$ cat config.mk
export PLATFORM = sky130hd
export DESIGN_NAME = mul_unit
export DESIGN_NICKNAME = d
export VERILOG_FILES = /design/src/rtl/mul_unit.sv
export SDC_FILE = /design/constraint.sdc
export NUM_CORES = 1
export LEC_CHECK = 0
export BUFFER_PORTS_ARGS = -buffer_cell sky130_fd_sc_hd__buf_4
export CORE_MARGIN = 2
export CORE_UTILIZATION = 27
export CTS_CLUSTER_SIZE = 30
export DETAILED_ROUTE_END_ITERATION = 8
export PLACE_DENSITY_LB_ADDON = 0.25
export SETUP_SLACK_MARGIN = 0.3
export SLEW_MARGIN = 10
export SYNTH_ARGS = -nofsm -noshare
export SYNTH_HDL_FRONTEND = slang
export SYNTH_SLANG_ARGS = --single-unit
$ cat constraint.sdc
create_clock -name clk -period 5.7 [get_ports clk]
set_clock_uncertainty 0.1 [all_clocks]
set_input_delay 1.14 -clock clk [delete_from_list [all_inputs] [get_ports clk]]
set_output_delay 1.14 -clock clk [all_outputs]
set_load 0.03 [all_outputs]
$ cat src/rtl/mul_unit.sv
// mul_unit: sequential radix-2 shift-add multiplier, signed or unsigned.
// One operation takes 33 cycles after acceptance: 32 add/shift iterations
// on operand magnitudes, then one cycle to apply the sign and publish hi/lo.
module mul_unit #(
   parameter int WIDTH = 32
) (
   input  logic             clk,
   input  logic             rst_n,
   input  logic             start,
   input  logic             is_signed,
   input  logic [WIDTH-1:0] A,
   input  logic [WIDTH-1:0] B,
   output logic             busy,
   output logic             done,
   output logic [WIDTH-1:0] hi,
   output logic [WIDTH-1:0] lo
);

   localparam int CNT_W = $clog2(WIDTH);
   localparam logic [CNT_W-1:0]   CNT_ONE  = CNT_W'(1);
   localparam logic [CNT_W-1:0]   CNT_LAST = CNT_W'(WIDTH - 1);
   localparam logic [WIDTH-1:0]   OP_ONE   = WIDTH'(1);
   localparam logic [2*WIDTH-1:0] PROD_ONE = (2 * WIDTH)'(1);

   typedef enum logic [1:0] {
      IDLE,
      RUN,
      SIGN
   } state_t;

   state_t               state_q;
   state_t               state_d;
   logic [2*WIDTH-1:0]   acc;
   logic [2*WIDTH-1:0]   mcand;
   logic [WIDTH-1:0]     mplier;
   logic [CNT_W-1:0]     cnt;
   logic                 neg;
   logic [WIDTH-1:0]     mag_a;
   logic [WIDTH-1:0]     mag_b;

   // The most negative operand negates to itself, which is exactly its
   // magnitude when read back as an unsigned value.
   assign mag_a = (is_signed && A[WIDTH-1]) ? (~A + OP_ONE) : A;
   assign mag_b = (is_signed && B[WIDTH-1]) ? (~B + OP_ONE) : B;

   assign busy = (state_q != IDLE);

   // State register; reset wins over any start on the same edge.
   always_ff @(posedge clk) begin
      // NOTE: sequential state uses non-blocking assignments so every
      // register samples pre-edge values, independent of statement order.
      if (!rst_n) state_q <= IDLE;
      else        state_q <= state_d;
   end

   // Next-state logic: accept in IDLE, iterate in RUN, one cycle in SIGN.
   always_comb begin
      // NOTE: default assignment first so no path leaves state_d unassigned,
      // which would otherwise infer a latch.
      state_d = state_q;
      unique case (state_q)
         IDLE:    if (start) state_d = RUN;
         RUN:     if (cnt == CNT_LAST) state_d = SIGN;
         SIGN:    state_d = IDLE;
         default: state_d = IDLE;
      endcase
   end

   // Datapath: latch operands, accumulate partial products, publish result.
   always_ff @(posedge clk) begin
      // NOTE: every datapath register is reset here (no memories involved),
      // so an aborted operation leaves no stale result on hi/lo.
      if (!rst_n) begin
         acc    <= '0;
         mcand  <= '0;
         mplier <= '0;
         cnt    <= '0;
         neg    <= 1'b0;
         done   <= 1'b0;
         hi     <= '0;
         lo     <= '0;
      end else begin
         done <= 1'b0;
         unique case (state_q)
            IDLE: begin
               if (start) begin
                  mcand  <= {{WIDTH{1'b0}}, mag_a};
                  mplier <= mag_b;
                  neg    <= is_signed & (A[WIDTH-1] ^ B[WIDTH-1]);
                  acc    <= '0;
                  cnt    <= '0;
               end
            end
            RUN: begin
               if (mplier[0]) acc <= acc + mcand;
               mcand  <= mcand << 1;
               mplier <= mplier >> 1;
               cnt    <= cnt + CNT_ONE;
            end
            SIGN: begin
               {hi, lo} <= neg ? (~acc + PROD_ONE) : acc;
               done     <= 1'b1;
            end
            default: ;
         endcase
      end
   end

endmodule
Word-level counts from Yosys, hierarchy flattened. Cells that the tools add are included.

Flip-flop bits (word level): 233. Input bits: 68. Output and inout port bits: 66. Logic and storage cells: 50.

$add $sub $neg: 5. Eq/ne operators: 6. Muxes and demuxes: 16. Bitwise operators: 5. Reduce and logical (&&, ||, !) cells: 9.

Operators with widths (number): $mux W64 (4); $pmux W64 S2 (2); $mux W32 (3); $add A32 B1 Y32 const B (2); $add A64 B1 Y64 const B (1); $add A64 B64 Y64 (1); $not A32 Y32 (2); $not A64 Y64 (1); $pmux W32 S2 (1); $pmux W5 S2 (1); $ne A2 B2 Y1 const B (3); $reduce_and A2 Y1 (3); $add A5 B1 Y5 const B (1); $eq A5 B5 Y1 const B (1); $mux W5 (1); $mux W2 (2); $pmux W2 S2 (1); $reduce_bool A2 Y1 (2); $reduce_and A3 Y1 (1); $eq A2 B1 Y1 const B (1); $eq A2 B2 Y1 const B (1); $logic_and A1 B1 Y1 (2); $logic_not A2 Y1 (1); $and A1 B1 Y1 (1); other kinds (2) (2).

Logic depth before layout (Yosys ltp).
Depth after elaboration: 5. Gate-level depth with buffers: 14. Gate-level depth less buffers: 14.

Worst setup path before layout. OpenSTA, ideal clock, no wires.

Kind: in2reg. Start point: in B[4]. End point: reg mplier[29]. Library setup time: 0.132 ns. Arrival: 3.281 ns. Required time: 5.468 ns. Slack: 2.186 ns. Stages: 10. Path buffers: 0. Cell sequence: or3_1 -> or4_1 -> nor3_1 -> and3_1 -> nand3b_1 -> nor4_1 -> a21oi_1 -> xor2_1 -> nand2_1 -> a21oi_1.

Word-level cells in the longest chain between the ends: 5.

Ends and longest elaborated chain: start: declaration (RTL line 12) `input logic [WIDTH-1:0] B,`; $not A32 Y32 (RTL line 44) `assign mag_b = (is_signed && B[WIDTH-1]) ? (~B + OP_ONE) : B;`; $add A32 B1 Y32 (RTL line 44); $mux W32 (RTL line 44); $mux W32 (RTL line 86) `if (start) begin`; $pmux W32 S2 (RTL line 84) `unique case (state_q)`; end signal: assignment (RTL line 88) `mplier <= mag_b;`; end signal: assignment (RTL line 97) `mplier <= mplier >> 1;`; end: declaration (RTL line 35) `logic [WIDTH-1:0] mplier;`.

Every way passes these cells. The select of a mux whose other input is x is not followed. A chain may end at the register's enable or synchronous reset.

Worst setup path after layout.
Start point: reg acc[17]. End point: reg acc[62].

Word-level cells in the longest chain between the ends: 3.

Ends and longest elaborated chain: start: declaration (RTL line 33) `logic [2*WIDTH-1:0] acc;`; start signal: assignment (RTL line 95) `if (mplier[0]) acc <= acc + mcand;`; $add A64 B64 Y64 (RTL line 95); $mux W64 (RTL line 95); $pmux W64 S2 (RTL line 84).

Every way passes these cells. The select of a mux whose other input is x is not followed.

==> out/metrics.cfg <==
[synth]
synthCells = 1883
post_synth_main_area_contributors = sky130_fd_sc_hd__dfxtp_1 32%, sky130_fd_sc_hd__a21oi_1 7.8%, sky130_fd_sc_hd__nand2_1 6.7%
ys_seq_area_share_pct = 32.3
synth_area_per_cell_um2 = 7.67
synth_mux_area_share_pct = 0.139
synth_top_family_by_area = compound AO/OA/AOI/OAI gates
async_reset_ff_share_pct = 0
post-synth-top-area-fraction_pct = 32.3
synth.net_count = 2020
synth-seq-cells = 233
library_cell_with_the_largest_summed_area_after_synthesis = sky130_fd_sc_hd__dfxtp_1
synth_compound_area_share_pct = 26.7
ys_dominant_reg_cell = sky130_fd_sc_hd__dfxtp_1
synthesis.yosys.warnings = 0
synth_enable_flop_cells = 0
synth_fa_ha_area_share_pct = 6.03
synth.lib_cells_used.distinct = 64
yosys.area_share.simple_pct = 20.9
synth-xor-area-share_pct = 10.2
netlist_area_um2 = 14400

[routing]
drt_pass1_iterations = 5
antenna_violating_nets_post_route = 0
routed_wl_um = 43700
drc = 0
drt-wirelength-per-cell_um = 16.4
initialDrtViolationCount = 961
drt-vias-per-instance = 5.08
vias = 13535

[global_routing]
grt_util_all_layers_pct = 15.1
first_global_vias = 12653
grt_max_degree = 103
antenna_violations_before_repair = 11
globalRouteOverflowTotal = 0
grt_pass1_wl_um = 69200

[sta]
max_slew.worst_pin.slew_ns = 1.05
setup_viol_count_final = 0
timing.slew.headroom_pct = 30.1
post-route-min-period_ns = 4.20
finalCritPeriodShare_pct = 73.7
finalSetupTns_ns = 0
rsz0062_at_grt = false
hold_viol_final = 0
fin_worst_hold_slack_ns = 0.349
maxClockFrequency_mhz = 238
maxSlewViolCount = 0

[critical_path]
critPathLaunchType = register
crit_buf_inv = 0
reg2reg_depth = 12
worst-r2r-setup-slack_ns = 1.50
type_of_element_capturing_the_critical_path = register
cp_data_arrival_time_ns = 4.53
critPathMaxStageDelay_ns = 0.53
cpMaxStageDelayCell = sky130_fd_sc_hd__dfxtp_1
timing.critical_path.cells = ha_1 > a21oi_1 > o21ai_0 > a2111oi_0 > o31ai_1 > nor3_1 > o221ai_1 > a21oi_1 > o31ai_1 > a221oi_1 > xor2_1 > o21ai_0
worst_r2r_endpoint = acc[62]$_SDFFE_PN0P_
required_ns = 6.03
cp_top_family = compound AO/OA/AOI/OAI gates
worstReg2RegStart = acc[17]$_SDFFE_PN0P_
worst-setup-path-type = register to register
crit_path_max_fanout = 10

[min_path]
hold_depth = 2
hold_end = mplier[2]$_SDFFE_PN0P_
hp-class = register to register
timing.hold.worst.start = mplier[3]$_SDFFE_PN0P_

[clocking]
clk-insertion-delay-late_ns = 0.57
path_clk_slew_ns = 0.07
postCtsSetupRepairBufs = 0
tritoncts.num_buffers = 29
cts.path.max_buffers = 3
cts_max_level = 1
cts-root-buf = sky130_fd_sc_hd__clkbuf_16
cts_sinks = 233
ctsResizeCount = 0
hold_buffers = 0
tritoncts = yes

[layout]
finish.net_count = 2084
drive_gt1_share_pct = 11.1
syn_to_final_growth_pct = 17.6
commonest_cells_after_routing_fill_and_taps_aside = 258 x sky130_fd_sc_hd__nand2_1, 232 x sky130_fd_sc_hd__dfxtp_1, 224 x sky130_fd_sc_hd__a21oi_1, 161 x sky130_fd_sc_hd__nor2_1, 147 x sky130_fd_sc_hd__buf_4
layout_commonest_cell = sky130_fd_sc_hd__nand2_1

[pwr]
max-vdd-ir-drop_mv = 0.199
power_per_cell_area_nw_per_um2 = 232
power.leakage_nw = 6.98

[floorplan]
pin_count = 134
coreArea_um2 = 52800
rows = 84
floorplan.die_area_um2 = 55400
die_w_um = 235
floorplan.initialDensity_pct = 27.4
die_y_um = 235

[status]
run_status = completed

[job]
max_cap_viol_count = 0

[place]
globalplace.congestion = 0.887
post-dp-hpwl_um = 32600
portBuffers = 133

==> layout make-up <==
type	count	area (um2)
fillers	5614	35800
diodes	9	22.5
well taps	688	861
repair buffers	147	1100
flip-flops and latches	233	4670
clock inverters	11	95.1
multi-input cells	1510	9290
clock buffers	40	847
inverters	26	103
==> worst max-delay path by stage <==
| stage | start | endpoint | depth (start not counted) |
|---|---|---|---|
| 5_1_grt | acc[0]$_SDFFE_PN0P_ | acc[60]$_SDFFE_PN0P_ | 14 |
| 3_5_place_dp | acc[17]$_SDFFE_PN0P_ | acc[62]$_SDFFE_PN0P_ | 12 |
| 2_1_floorplan | B[4] | mplier[29]$_SDFFE_PN0P_ | 10 |
| 4_1_cts | acc[17]$_SDFFE_PN0P_ | acc[62]$_SDFFE_PN0P_ | 12 |
| 3_3_place_gp | acc[17]$_SDFFE_PN0P_ | acc[62]$_SDFFE_PN0P_ | 12 |
| 6_report | acc[17]$_SDFFE_PN0P_ | acc[62]$_SDFFE_PN0P_ | 12 |
==> cell usage after synthesis, types with 3 or more instances <==
cell / number
sky130_fd_sc_hd__o31a_1: 3
sky130_fd_sc_hd__inv_1: 25
sky130_fd_sc_hd__o21bai_1: 9
sky130_fd_sc_hd__nor3_1: 22
sky130_fd_sc_hd__o41ai_1: 13
sky130_fd_sc_hd__a211oi_1: 44
sky130_fd_sc_hd__and2_1: 10
sky130_fd_sc_hd__dfxtp_1: 233
sky130_fd_sc_hd__nor2b_1: 13
sky130_fd_sc_hd__o211ai_1: 3
sky130_fd_sc_hd__buf_1: 11
sky130_fd_sc_hd__a31oi_1: 14
sky130_fd_sc_hd__nand2b_1: 20
sky130_fd_sc_hd__o21ai_1: 3
sky130_fd_sc_hd__a21oi_1: 224
sky130_fd_sc_hd__o221ai_1: 6
sky130_fd_sc_hd__or4_1: 13
sky130_fd_sc_hd__nand3_1: 58
sky130_fd_sc_hd__a41oi_1: 4
sky130_fd_sc_hd__o31ai_1: 23
sky130_fd_sc_hd__o21ai_0: 112
sky130_fd_sc_hd__a22o_1: 3
sky130_fd_sc_hd__ha_1: 68
sky130_fd_sc_hd__a41o_1: 3
sky130_fd_sc_hd__or2_2: 5
sky130_fd_sc_hd__nor3b_1: 4
sky130_fd_sc_hd__a21o_1: 53
sky130_fd_sc_hd__or4_4: 4
sky130_fd_sc_hd__nand4_1: 14
sky130_fd_sc_hd__o21a_1: 3
sky130_fd_sc_hd__a22oi_1: 85
sky130_fd_sc_hd__clkbuf_1: 103
sky130_fd_sc_hd__xor2_1: 105
sky130_fd_sc_hd__a221oi_1: 3
sky130_fd_sc_hd__nand2_1: 258
sky130_fd_sc_hd__or3_1: 15
sky130_fd_sc_hd__xnor2_1: 64
sky130_fd_sc_hd__nand3b_1: 5
sky130_fd_sc_hd__nor2_1: 163
sky130_fd_sc_hd__nor4_1: 13
sky130_fd_sc_hd__and3_1: 21
==> sequential cells by signal, indices dropped and copies added, names as in the netlist <==
name and count:
acc 64, cnt 5, done 1, hi 32, lo 32, mcand 64
mplier 32, neg 1, state_q 2
==> worst reg2reg max path: stages, from the launching register on <==
cell	delay [ns]
sky130_fd_sc_hd__dfxtp_1	0.53
sky130_fd_sc_hd__ha_1	0.41
sky130_fd_sc_hd__a21oi_1	0.25
sky130_fd_sc_hd__o21ai_0	0.10
sky130_fd_sc_hd__a2111oi_0	0.41
sky130_fd_sc_hd__o31ai_1	0.11
sky130_fd_sc_hd__nor3_1	0.42
sky130_fd_sc_hd__o221ai_1	0.30
sky130_fd_sc_hd__a21oi_1	0.50
sky130_fd_sc_hd__o31ai_1	0.28
sky130_fd_sc_hd__a221oi_1	0.39
sky130_fd_sc_hd__xor2_1	0.16
sky130_fd_sc_hd__o21ai_0	0.08
==> routing by layer <==
layer  vias to the layer above  global-route usage, %  part of all wire (%)
li1                       6925                      -                     -
met1                      6260                   22.0                    52
met2                       292                   22.6                    41
met3                        54                   2.90                   5.3
met4                         4                   3.94                   1.8
met5                         -                      0                 0.076
==> stage by stage <==
step	std cells	power [mW]	setup WS, ns	cell area (um2)	utilization, %
2_1_floorplan	1883	2.01	2.19	14400	-
3_3_place_gp	2604	2.16	1.71	16000	30.4
3_5_place_dp	2604	2.16	1.55	16000	30.4
4_1_cts	2655	4.01	1.56	17000	32.2
5_1_grt	2660	4.10	1.22	17000	32.2
6_report	2664	3.95	1.50	17000	32.2
==> power breakdown <==
part	internal [mW]	switching (mW)
logic	0.153	0.264
clock network	1.08	0.744
registers	1.67	0.0385
==> cells by family (layout without fill, tap and decap cells) <==
| group | count (synthesis) | after routing |
|---|---|---|
| other cells | 0 | 9 |
| fa+ha+maj | 69 | 69 |
| flops | 233 | 233 |
| simple gates | 650 | 650 |
| compound gates | 620 | 620 |
| xor+xnor | 169 | 169 |
| mux | 2 | 2 |
| buf+inv | 140 | 224 |
(Power assumes the default switching activity.)
